File: src/rtl/energy_window_governor.sv
// energy_window_governor: closed-loop DVFS governor.
// Samples the accumulator's running energy total over fixed windows and
// compares each window's energy with hi/lo budgets, using hysteresis.
// It steps through an operating-level table and asks the PLL for the new
// frequency with a req/ack handshake. freq_mhz is the committed frequency
// that feeds the accumulator's current_freq_mhz input.
// Optional build macro: GOV_STATS_EN enables the throttle/boost
// statistics counters. When it is undefined, those ports are tied to 0.
module energy_window_governor #(
  parameter int                        WINDOW_CYCLES = 1024,
  parameter int                        NUM_LEVELS    = 4,
  parameter logic [16*NUM_LEVELS-1:0]  FREQ_TABLE    = {16'd400, 16'd250, 16'd200, 16'd100},
  parameter int                        RESET_LEVEL   = 3,
  parameter int                        HYST_WINDOWS  = 2,
  parameter int                        ACK_TIMEOUT   = 255
) (
  input  logic                          clk,
  input  logic                          reset_n,
  input  logic                          enable,
  input  logic [63:0]                   total_energy_pj,
  input  logic [31:0]                   budget_hi_pj,
  input  logic [31:0]                   budget_lo_pj,
  output logic                          pll_req,
  output logic [15:0]                   pll_freq_mhz,
  input  logic                          pll_ack,
  output logic [15:0]                   freq_mhz,
  output logic [$clog2(NUM_LEVELS)-1:0] level,
  output logic [31:0]                   window_energy_pj,
  output logic                          window_valid,
  output logic                          over_budget,
  output logic                          timeout_err,
  input  logic                          err_clr,
  output logic [15:0]                   throttle_cnt,
  output logic [15:0]                   boost_cnt
);

  localparam int LW = $clog2(NUM_LEVELS);
  localparam int CW = $clog2(WINDOW_CYCLES);
  localparam int SW = $clog2(HYST_WINDOWS + 1);
  localparam int TW = $clog2(ACK_TIMEOUT + 1);

  typedef enum logic [1:0] {IDLE, RUN, REQ} state_t;

  state_t          state_q, state_d;
  logic [CW-1:0]   win_cnt_q;
  logic [63:0]     base_q;
  logic [SW-1:0]   hi_streak_q, lo_streak_q, hi_streak_d, lo_streak_d;
  logic [LW-1:0]   target_q, target_d;
  logic [TW-1:0]   tmo_cnt_q;

  logic            win_close;
  logic [63:0]     delta;
  logic [31:0]     delta_sat;
  logic            eval, over_w, under_w;
  logic            req_down, req_up, start_req;
  logic            ack_take, timeout_hit;

  function automatic logic [15:0] freq_of(input logic [LW-1:0] l);
    return FREQ_TABLE[int'(l)*16 +: 16];
  endfunction

  // Window close detection and the saturated modular delta for that window
  always_comb begin
    win_close = (state_q != IDLE) && enable && (win_cnt_q == CW'(WINDOW_CYCLES - 1));
    delta     = total_energy_pj - base_q;
    delta_sat = (|delta[63:32]) ? 32'hFFFF_FFFF : delta[31:0];
  end

  // Streak evaluation of the reported window and level-change decision
  always_comb begin
    // NOTE: every signal gets a default first so no path leaves it unassigned (no latch).
    hi_streak_d = hi_streak_q;
    lo_streak_d = lo_streak_q;
    target_d    = level;
    eval        = (state_q == RUN) && enable && window_valid;
    over_w      = window_energy_pj > budget_hi_pj;
    under_w     = window_energy_pj < budget_lo_pj;
    if (over_w) begin
      hi_streak_d = (hi_streak_q == SW'(HYST_WINDOWS)) ? hi_streak_q : hi_streak_q + 1'b1;
      lo_streak_d = '0;
    end else if (under_w) begin
      lo_streak_d = (lo_streak_q == SW'(HYST_WINDOWS)) ? lo_streak_q : lo_streak_q + 1'b1;
      hi_streak_d = '0;
    end else begin
      hi_streak_d = '0;
      lo_streak_d = '0;
    end
    req_down  = eval && over_w && (hi_streak_d >= SW'(HYST_WINDOWS)) && (level != '0);
    req_up    = eval && !over_w && under_w && (lo_streak_d >= SW'(HYST_WINDOWS)) &&
                (level != LW'(NUM_LEVELS - 1));
    start_req = req_down || req_up;
    if (req_down)    target_d = level - 1'b1;
    else if (req_up) target_d = level + 1'b1;
  end

  // Next-state logic for the IDLE/RUN/REQ controller
  always_comb begin
    state_d     = state_q;
    ack_take    = 1'b0;
    timeout_hit = 1'b0;
    unique case (state_q)
      IDLE: if (enable) state_d = RUN;
      RUN: begin
        if (!enable)        state_d = IDLE;
        else if (start_req) state_d = REQ;
      end
      REQ: begin
        if (!enable) begin
          state_d = IDLE;
        end else if (pll_ack) begin
          ack_take = 1'b1;
          state_d  = RUN;
        end else if (tmo_cnt_q == TW'(ACK_TIMEOUT - 1)) begin
          timeout_hit = 1'b1;
          state_d     = RUN;
        end
      end
      default: state_d = IDLE;
    endcase
  end

  // State register
  always_ff @(posedge clk or negedge reset_n) begin
    // NOTE: sequential state uses non-blocking assignments so every flop samples pre-edge values.
    if (!reset_n) state_q <= IDLE;
    else          state_q <= state_d;
  end

  // Window counter, base snapshot and per-window reporting
  always_ff @(posedge clk or negedge reset_n) begin
    if (!reset_n) begin
      win_cnt_q        <= '0;
      base_q           <= '0;
      window_energy_pj <= '0;
      window_valid     <= 1'b0;
      over_budget      <= 1'b0;
    end else begin
      window_valid <= win_close;
      if (state_q == IDLE) begin
        win_cnt_q <= '0;
        if (enable) base_q <= total_energy_pj;
      end else if (!enable) begin
        win_cnt_q <= '0;
      end else if (win_close) begin
        win_cnt_q        <= '0;
        base_q           <= total_energy_pj;
        window_energy_pj <= delta_sat;
        over_budget      <= delta_sat > budget_hi_pj;
      end else begin
        win_cnt_q <= win_cnt_q + 1'b1;
      end
    end
  end

  // Streaks, PLL handshake, committed level/frequency and the error flag
  always_ff @(posedge clk or negedge reset_n) begin
    if (!reset_n) begin
      hi_streak_q  <= '0;
      lo_streak_q  <= '0;
      target_q     <= LW'(RESET_LEVEL);
      tmo_cnt_q    <= '0;
      pll_req      <= 1'b0;
      pll_freq_mhz <= '0;
      level        <= LW'(RESET_LEVEL);
      freq_mhz     <= freq_of(LW'(RESET_LEVEL));
      timeout_err  <= 1'b0;
    end else begin
      // A timeout on the same edge as err_clr must leave the flag set.
      if (timeout_hit)  timeout_err <= 1'b1;
      else if (err_clr) timeout_err <= 1'b0;

      if (!enable) begin
        pll_req     <= 1'b0;
        hi_streak_q <= '0;
        lo_streak_q <= '0;
        tmo_cnt_q   <= '0;
      end else if (start_req) begin
        pll_req      <= 1'b1;
        pll_freq_mhz <= freq_of(target_d);
        target_q     <= target_d;
        tmo_cnt_q    <= '0;
        hi_streak_q  <= hi_streak_d;
        lo_streak_q  <= lo_streak_d;
      end else if (eval) begin
        hi_streak_q <= hi_streak_d;
        lo_streak_q <= lo_streak_d;
      end else if (state_q == REQ) begin
        if (ack_take) begin
          level       <= target_q;
          freq_mhz    <= freq_of(target_q);
          pll_req     <= 1'b0;
          hi_streak_q <= '0;
          lo_streak_q <= '0;
        end else if (timeout_hit) begin
          pll_req     <= 1'b0;
          hi_streak_q <= '0;
          lo_streak_q <= '0;
        end else begin
          tmo_cnt_q <= tmo_cnt_q + 1'b1;
        end
      end
    end
  end

`ifdef GOV_STATS_EN
  // Saturating counts of completed down (throttle) and up (boost) changes
  always_ff @(posedge clk or negedge reset_n) begin
    if (!reset_n) begin
      throttle_cnt <= '0;
      boost_cnt    <= '0;
    end else if (ack_take) begin
      if (target_q < level) begin
        if (throttle_cnt != 16'hFFFF) throttle_cnt <= throttle_cnt + 1'b1;
      end else begin
        if (boost_cnt != 16'hFFFF) boost_cnt <= boost_cnt + 1'b1;
      end
    end
  end
`else
  assign throttle_cnt = '0;
  assign boost_cnt    = '0;
`endif

endmodule

File: config.mk
export PLATFORM = sky130hd
export DESIGN_NAME = energy_window_governor
export DESIGN_NICKNAME = d
export VERILOG_FILES = /design/src/rtl/energy_window_governor.sv
export SDC_FILE = /design/constraint.sdc
export NUM_CORES = 1
export LEC_CHECK = 0
export CAP_MARGIN = 0
export CORE_ASPECT_RATIO = 0.8
export CORE_MARGIN = 3
export CORE_UTILIZATION = 45
export CTS_BUF_LIST = sky130_fd_sc_hd__clkbuf_16
export DETAILED_ROUTE_END_ITERATION = 10
export PLACE_DENSITY = 0.79
export SYNTH_ARGS = -nofsm -noshare
export SYNTH_HDL_FRONTEND = slang
export SYNTH_SLANG_ARGS = --single-unit
File: constraint.sdc
create_clock -name clk -period 5.85 [get_ports clk]
set_input_delay 1.17 -clock clk [delete_from_list [all_inputs] [get_ports clk]]
set_output_delay 1.17 -clock clk [all_outputs]
set_load 0.02 [all_outputs]
Yosys cells after proc, flatten, opt, wreduce, memory -nomap -nowiden
Index checks and enable logic that the tools add are counted.
{ "op_classes": {"n_mux": 52, "reduce_logical": 27, "n_shift": 2, "eq_ne": 17, "addsub": 7, "bitwise_logic": 3, "n_lt_le_gt_ge": 5} }
{ "ops": {"columns": ["operator", "count"], "rows": [
  ["$mux 64", 4],
  ["$shiftx 64x7->16 const A", 2],
  ["$gt 32x32->1", 2],
  ["$sub 64x64->64", 1],
  ["$mux 8", 6],
  ["$mux 2", 22],
  ["$lt 32x32->1", 1],
  ["$mux 32", 1],
  ["$reduce_or 32->1", 1],
  ["$mux 10", 3],
  ["$mux 1", 15],
  ["$logic_and 1x1->1", 11],
  ["$add 10x1->10 const B", 1],
  ["$eq 10x10->1 const B", 1],
  ["$ne 3x3->1 const B", 3],
  ["$reduce_and 3->1", 3],
  ["$add 8x1->8 const B", 1],
  ["$eq 8x8->1 const B", 1],
  ["$ne 4x1->1 const B", 2],
  ["$reduce_bool 2->1", 4],
  ["$add 2x1->2 const B", 3],
  ["$eq 2x2->1 const B", 3],
  ["$pmux 2 s3", 1],
  ["$reduce_and 2->1", 3],
  ["other kinds (14)", 18]
]} }
{ "totals": {"register_bits": 160, "in_bits": 133} }

Logic depth before layout (Yosys ltp)
Gate-level depths: netlist (run 1).
{ "logic_depth": {"ltp_word": 11, "mapped_depth": 27, "ltp_nobuf": 26} }

Worst setup path before layout (run 1)
Ideal clock, no wire load.
{ "synth_timing": {"path_kind": "input to register", "from": "input port total_energy_pj[0]", "to": "register over_budget", "t_required_ns": 5.724, "setup_slack_ns": -0.603, "arrival_time_ns": 6.327, "stages": 27, "setup_ns": 0.126, "path_cell_list": "inv_1 -> ha_1 -> fa_1 -> and2b_1 -> o2111ai_2 -> a2111oi_4 -> o311a_4 -> and4_1 -> a2111oi_1 -> a2111oi_2 -> nand2_1 -> nor4_4 -> nand4_4 -> buf_6 -> or4_1 -> ha_1 -> nor2b_1 -> o21a_1 -> o21a_1 -> o21a_1 -> o21ai_0 -> nand2b_1 -> a21oi_1 -> nor2b_1 -> o21ai_0 -> o211ai_1 -> a221o_1"} }
{ "synth_via": {"elab_chain_len": 4} }
{ "synth_rtl": {"columns": ["element", "line", "rtl"], "rows": [
  ["start, declared", "20", "input logic [63:0] total_energy_pj,"],
  ["$sub 64x64->64 (*)", "65", "delta = total_energy_pj - base_q;"],
  ["$reduce_or 32->1", "66", "delta_sat = (|delta[63:32]) ? 32'hFFFF_FFFF : delta[31:0];"],
  ["$mux 32 (*)", "66", null],
  ["via delta_sat[1]", "53", "logic [31:0] delta_sat;"],
  ["$gt 32x32->1 (*)", "148", "over_budget <= delta_sat > budget_hi_pj;"],
  ["end signal, assigned", "148", null],
  ["end, declared", "30", "output logic over_budget,"]
]} }
Mark *: on every way through the listed nets, which the timed path passes. The rest lies on a longest branch.
A chain may end at the register's enable or synchronous reset.

Worst setup path in the final report (run 1)
{ "layout_timing": {"from": "input port total_energy_pj[9]", "to": "register over_budget"} }
The elaborated chain is that of the path after synthesis.

==> results of run 1 <==
Yosys cell counts (5+ instances only):
| cell type | n |
|---|---|
| buf_6 | 5 |
| a21oi_2 | 7 |
| xnor2_1 | 33 |
| and2_1 | 7 |
| ha_1 | 175 |
| nor2_1 | 126 |
| nand2_1 | 114 |
| o2111ai_1 | 5 |
| nor3_1 | 29 |
| nor2b_1 | 15 |
| dfstp_2 | 6 |
| dfrtp_1 | 137 |
| mux2i_1 | 10 |
| a211oi_1 | 16 |
| a21o_1 | 44 |
| and4_1 | 9 |
| buf_4 | 51 |
| or4_1 | 37 |
| nand4_1 | 57 |
| or3_1 | 9 |
| o21a_1 | 34 |
| mux2_2 | 73 |
| o21ai_0 | 67 |
| nand2b_1 | 15 |
| nor4_1 | 42 |
| a21oi_1 | 151 |
| xor2_1 | 32 |
| o211ai_1 | 13 |
| nand3_1 | 19 |
| buf_2 | 36 |
| clkbuf_1 | 40 |
| and3_1 | 23 |
| a31oi_1 | 12 |
| inv_1 | 153 |
| o21ai_1 | 24 |
power groups by stage:
stage	clock, mW	sequential [mW]	combinational (mW)
global route	1.26	1.11	3.17
finish	1.19	1.10	2.97
global placement	0	1.11	2.64
CTS	1.22	1.10	2.72
floorplan	0	1.11	1.36
detailed placement	0	1.12	2.67
stage by stage:
stage          utilization [%]  cells
6_report                  67.7   2699
5_1_grt                   67.7   2699
4_1_cts                   65.1   2683
3_5_place_dp              62.4   2646
3_3_place_gp              62.4   2646
2_1_floorplan                -   1778
worst min path at each step:
stage,startpoint,to,slack [ns],cells after the start
floorplan,win_cnt_q[0],win_cnt_q[0],0.45,1
global placement,freq_mhz[5],freq_mhz[5],0.46,2
detailed placement,freq_mhz[6],freq_mhz[6],0.48,2
CTS,win_cnt_q[0],win_cnt_q[0],0.49,1
global route,freq_mhz[7],freq_mhz[7],0.51,2
finish,freq_mhz[6],freq_mhz[6],0.50,2
state kept, by name, summed over array words and instances, names as in the netlist:
name / cells
state_q: 2
win_cnt_q: 10
window_energy_pj: 32
pll_freq_mhz: 8
base_q: 64
over_budget: 1
lo_streak_q: 2
timeout_err: 1
hi_streak_q: 2
level: 1
pll_req: 1
freq_mhz: 8
window_valid: 1
tmo_cnt_q: 8
target_q: 2
logic make-up after synthesis:
kind of cell | after synthesis | synth area share, %
fa+ha+maj | 176 | 15.4
other cells | 1 | 0.0261
mux | 83 | 6.41
flops | 143 | 24.9
simple gates | 531 | 19.7
compound gates | 444 | 20.1
buf+inv | 288 | 9.43
xor+xnor | 65 | 3.96
per-layer routing:
metal | up-vias | global-route usage, % | share of wire, %
met2 | 702 | 43.9 | 44
met4 | 0 | 6.31 | 1.9
li1 | 7277 | - | -
met1 | 7453 | 43.3 | 45
met5 | - | 0 | 0
met3 | 80 | 6.17 | 9.1
worst max-delay path, stage by stage:
cell             delay [ns]
clkdlybuf4s50_1        0.47
ha_1                   0.32
nand4_1                0.17
or3_1                  0.41
a211oi_2               0.21
buf_4                  0.15
nor2_2                 0.05
a221oi_2               0.27
buf_4                  0.19
nor2_1                 0.06
xor2_1                 0.26
nand4_1                0.14
and4bb_4               0.35
nand4_4                0.20
buf_4                  0.22
clkbuf_16              0.15
or4_1                  0.53
ha_1                   0.30
a21oi_1                0.14
nor2b_1                0.06
o21ai_0                0.17
nand2_1                0.10
a221oi_2               0.28
o211ai_1               0.13
a221o_1                0.30
what timing repair did:
item / in CTS / in global routing
endpoints found under the setup margin: 1 / 1
hold buffers: 0 / 0
resized for setup: 30 / 129
hold endpoints to repair: 0 / 0
pin swaps: 10 / 45
setup buffers: 5 / 13
gates cloned: 0 / 2
layout by cell type (no fill, tap or decap), types with 15 or more instances in the layout:
cell / Yosys / layout
buf_4: 51 / 414
clkdlybuf4s50_1: 0 / 166
inv_1: 153 / 151
ha_1: 175 / 142
dfrtp_1: 137 / 137
a21oi_1: 151 / 125
nor2_1: 126 / 121
nand2_1: 114 / 112
mux2_2: 73 / 73
nand4_1: 57 / 57
o21ai_0: 67 / 55
conb_1: 1 / 48
a21o_1: 44 / 43
nor4_1: 42 / 39
o21a_1: 34 / 33
or4_1: 37 / 33
xnor2_1: 33 / 32
a21oi_2: 7 / 29
o21ai_1: 24 / 29
xor2_1: 32 / 29
ha_4: 0 / 26
nor3_1: 29 / 25
and3_1: 23 / 21
clkbuf_16: 0 / 18
dlymetal6s2s_1: 0 / 18
nand3_1: 19 / 17
nand2b_1: 15 / 15
nor2b_1: 15 / 15
area by class of cell:
| cell class | count | area, µm² |
|---|---|---|
| Fill cell | 2420 | 9970 |
| Multi-Input combinational cell | 1348 | 10400 |
| Sequential cell | 143 | 3590 |
| Clock inverter | 15 | 213 |
| Tap cell | 413 | 517 |
| Clock buffer | 17 | 425 |
| Timing Repair Buffer | 608 | 5150 |
| Inverter | 154 | 578 |
| Antenna cell | 1 | 2.50 |
==> metrics.txt, run 1 <==
status finished, violations left; failing checks setup timing; ANT nets after route 0; remaining global-route overflow 0; vias per inst 5.75; Seq/Total Area, Yosys 24.9%; Reg2Reg Depth 23; Switching Share 41.1%; library cells used by synthesis 97; Mapped Cells 1731; Worst Path Arrival 6.80 ns; Num CTS Buffers 17; Routability Congestion 1.05; Leak 9.94 nW; # setup viols final 1; DP HPWL 42.2 mm; setup TNS -0.637 ns; internal power 3.10 mW; final wirelength 52.9 mm; post-route cell area 20900 µm²; Global Route Usage Sum 29.3%; Root Buffer clkbuf_16; CTS tree yes; data required time at the worst endpoint 6.17 ns; r2r endpoint over_budget; dpl cell area 19300 µm²; Slew HR 34.2%; Max Fanout on Critical Path 7; DP Worst Slack -1.37 ns; DR vias 15500; Clock power frac 22.6%; Seq pwr share 20.9%; clock slew at reported path FFs 0.07 ns; worst setup margin -0.637 ns; Gate power share 56.5%; initial antenna violation count 1; vias in the first global route 14800; worst slew pin tran 0.987 ns; top achievable clock speed 154 MHz; dominant cells by area after synthesis dfrtp_1 (24%), ha_1 (15%), mux2_2 (5.7%), a21oi_1 (5.3%), inv_1 (4.0%); Tot Pwr 5.27 mW; Yosys reg bits 143; final hold slack 0.495 ns; Final min period 6.49 ns; CP endpoint over_budget; PortBufs 186; share of cells above drive strength 1 30.2%; setup slack, reg-to-reg 0.05 ns; core region area 30900 µm²; top_reg_cell synth dfrtp_1; clk_skew 0.0180 ns; H-Tree Depth 4; pin count of the biggest net entering global routing 103; Post-Syn Area 14400 µm²; DR WL/cell 19.6 µm; final worst path period share 111%; Ys Warns 0; max-slew violations 0; Die X-Extent 206 µm; RR Startpoint base_q[0]; CP Launch Point total_energy_pj[9]; Max-Cap Viols 0; leading area contributor after synthesis dfrtp_1; clk sinks 143; final hold vios 0; Initial Util 46.5%; Pre-Repair DR Iteration Count 6; ys async rst share 100%; Post-synth EDFFs 0; Net count, final 2581; worst vdd rail ir drop 186 µV; Hold Crit Class flop to flop; NetSw 2.16 mW; Crit Path Category input port to flop; Total Die Area 34100 µm²; drt drc 0; RSZ-0062 raised after global routing true; Longest Clk Path Bufs 2; first-pass GRT wire length 80.0 mm; row count 57; Die Y-Extent 166 µm; pwr dens 252 nW/µm²; Crit. End Element flop; drt first-iter violations 1395; CP startpoint kind input port; top cell type's share of synthesized area 23.8%; Ports 235; Mean Syn Cell Area 8.30 µm²; Clock Latency Late Sink 0.45 ns; P&R area growth vs syn 45.4%
(Power assumes the default switching activity.)
==> run 2: changes to the inputs <==
--- a/config.mk
+++ b/config.mk
@@ -6,10 +6,10 @@
 export NUM_CORES = 1
 export LEC_CHECK = 0
 export CAP_MARGIN = 0
-export CORE_ASPECT_RATIO = 0.8
 export CORE_MARGIN = 3
 export CORE_UTILIZATION = 45
 export CTS_BUF_LIST = sky130_fd_sc_hd__clkbuf_16
+export CTS_CLUSTER_DIAMETER = 150
 export DETAILED_ROUTE_END_ITERATION = 10
 export PLACE_DENSITY = 0.79
 export SYNTH_ARGS = -nofsm -noshare
==> run 2 against run 1 <==
  * Die area barely moved
  * Core utilization rose by 2.7 points
  * Clock-buffer cell count is the same
  * Clock skew shrank 0.0033 ns
  * First-iteration DRC count down 6.9%
  * The flow still finishes with violations (setup timing)
  * Maximum frequency rose by 5.1%
  * Flip-flop and latch count is the same
==> metrics.txt, run 2 (synthesized netlist as in run 1, its figures left out) <==
max-slew violations 0 (unchanged); Max Fanout on Critical Path 6 (-1); clock slew at reported path FFs 0.08 ns (about the same); number of flip-flops in the largest register 64 (unchanged); DP HPWL 41.0 mm (-2.7%); P&R area growth vs syn 52.3%; Ports 235 (unchanged); final hold slack 0.493 ns (-0.00246 ns); Routability Congestion 0.959 (-8.9%); Seq. cell area 3590 µm² (unchanged); Critical Path Most Common Cell o21a_1; final worst path period share 106% (-5.3 points); CTS tree yes; most frequent cells in the layout buf_4 (448), inv_1 (151), dfrtp_1 (137); Slew HR 23.3% (-11 points); CP endpoint over_budget; Global Route Usage Sum 30.7% (+1.4 points); Total Die Area 34100 µm² (about the same); # setup viols final 1 (unchanged); Antenna Cells 0 (-1); Net count, final 2630 (+1.9%); Max-Cap Viols 0 (unchanged); Initial Util 46.3% (-0.28 points); H-Tree Depth 4 (unchanged); status finished, violations left; Die Y-Extent 185 µm (+11%); multi-input logic area 11200 µm² (+7.4%); Final min period 6.18 ns (-0.312 ns); data required time at the worst endpoint 6.19 ns (+0.02 ns); pin count of the biggest net entering global routing 58 (-44%); worst setup margin -0.325 ns (+0.312 ns); Hold Crit Class flop to flop; Post-Place Cells 2637 (-0.34%); Largest regs base_q (64), window_energy_pj (32), win_cnt_q (10); setup slack, reg-to-reg 0.10 ns (+0.05 ns); Die X-Extent 185 µm (-10%); Crit. End Element flop; Pre-Repair DR Iteration Count 6 (unchanged); Reg2Reg Depth 26 (+13%); first-pass GRT wire length 83.2 mm (+4.0%); clk_skew 0.0147 ns (-0.00333 ns); CP peak stage delay 0.49 ns (-0.04 ns); Root Buffer clkbuf_16; Util after Layout 70.4% (+2.7 points); Top reg by flops base_q; share of cells above drive strength 1 35.8% (+5.7 points); dpl cell area 19300 µm² (about the same); Slowest-stage cell, CP or4_4; drt drc 0 (unchanged); Filler cells 2275 (-6.0%); DR vias 15700 (+1.2%); most common cell after layout, fill and taps aside buf_4; Longest Clk Path Bufs 2 (unchanged); Crit Path Category input port to flop; post-route cell area 21900 µm² (+4.7%); core region area 31100 µm² (+0.61%); Tot Pwr 5.52 mW (+4.8%); final cell count without fillers 2730 (+1.1%); r2r endpoint over_budget; worst vdd rail ir drop 198 µV (+6.5%); WHS Path Cells 1 (-1); initial antenna violation count 0 (-1); RR Startpoint base_q[0]; CP startpoint kind input port; row count 64 (+12%); Leak 10.2 nW (+2.7%); failing checks setup timing; final hold vios 0 (unchanged); ANT nets after route 0 (unchanged); Worst Path Arrival 6.52 ns (-0.28 ns); worst slew pin tran 1.15 ns (+0.160 ns); final wirelength 53.7 mm (+1.6%); remaining global-route overflow 0 (unchanged); setup TNS -0.325 ns (+0.312 ns); drt first-iter violations 1299 (-6.9%); Num CTS Buffers 17 (unchanged); vias per inst 5.75 (about the same); PortBufs 186 (unchanged); clk sinks 143 (unchanged); top achievable clock speed 162 MHz (+5.1%); Clock Latency Late Sink 0.46 ns (about the same); pwr dens 252 nW/µm² (about the same); DR WL/cell 19.7 µm (+0.47%); vias in the first global route 16200 (+8.9%); CP Launch Point total_energy_pj[39]; RSZ-0062 raised after global routing true; DP Worst Slack -1.31 ns (+0.0629 ns)
[run 2: changes by cell type in the layout (fill, tap and decap cells not counted), sizes merged, moves of 4 or more]
cell / change
clkdlybuf4s15: +7
clkinv: +4
buf: +58
dlymetal6s2s: -15
dlygate4sd2: +32
clkdlybuf4s50: -39
clkbuf: +7
[run 2: what timing repair did]
item / 4_1_cts / 5_1_grt
endpoints found under the setup margin: 1 / 1
pin swaps: 116 / 55
hold buffers: 0 / 0
gates resized for setup: 291 / 84
setup buffers: 48 / 14
[run 2: critical path: cells and delay by family]
family,cells,cell delay (ns)
AND/OR/NAND/NOR,8,2.04
adder cells (fa/ha/maj),2,0.48
AO/OA/AOI/OAI,13,2.20
buffers and inverters,3,0.58
[run 2: worst min-delay path by stage]
stage,slack (ns),from,endpoint
after global placement,0.46,win_cnt_q[0],win_cnt_q[0]
after CTS,0.49,win_cnt_q[0],win_cnt_q[0]
final,0.49,win_cnt_q[0],win_cnt_q[0]
after global routing,0.52,base_q[27],base_q[27]
after floorplan,0.45,win_cnt_q[0],win_cnt_q[0]
after detailed placement,0.48,freq_mhz[6],freq_mhz[6]
[run 2: metal layers]
metal	wire length (µm)	track usage [%]
met3	2880	3.57
met2	26800	55.1
met1	21900	37.4
met5	0	0
met4	2150	12.5
[run 2: where the power goes]
part,total (mW),internal (mW),switching (mW)
clock network,1.16,0.580,0.577
logic,3.26,1.56,1.70
registers,1.10,1.06,0.0401
total,5.52,3.20,2.31
[run 2: final cells by class]
cell class,count,area share [%]
inverter,154,2.65
timing repair buffer,658,24.7
clock buffer,17,1.94
clock inverter,15,0.857
multi-input combinational,1347,51.2
sequential,143,16.4
tap,396,2.26
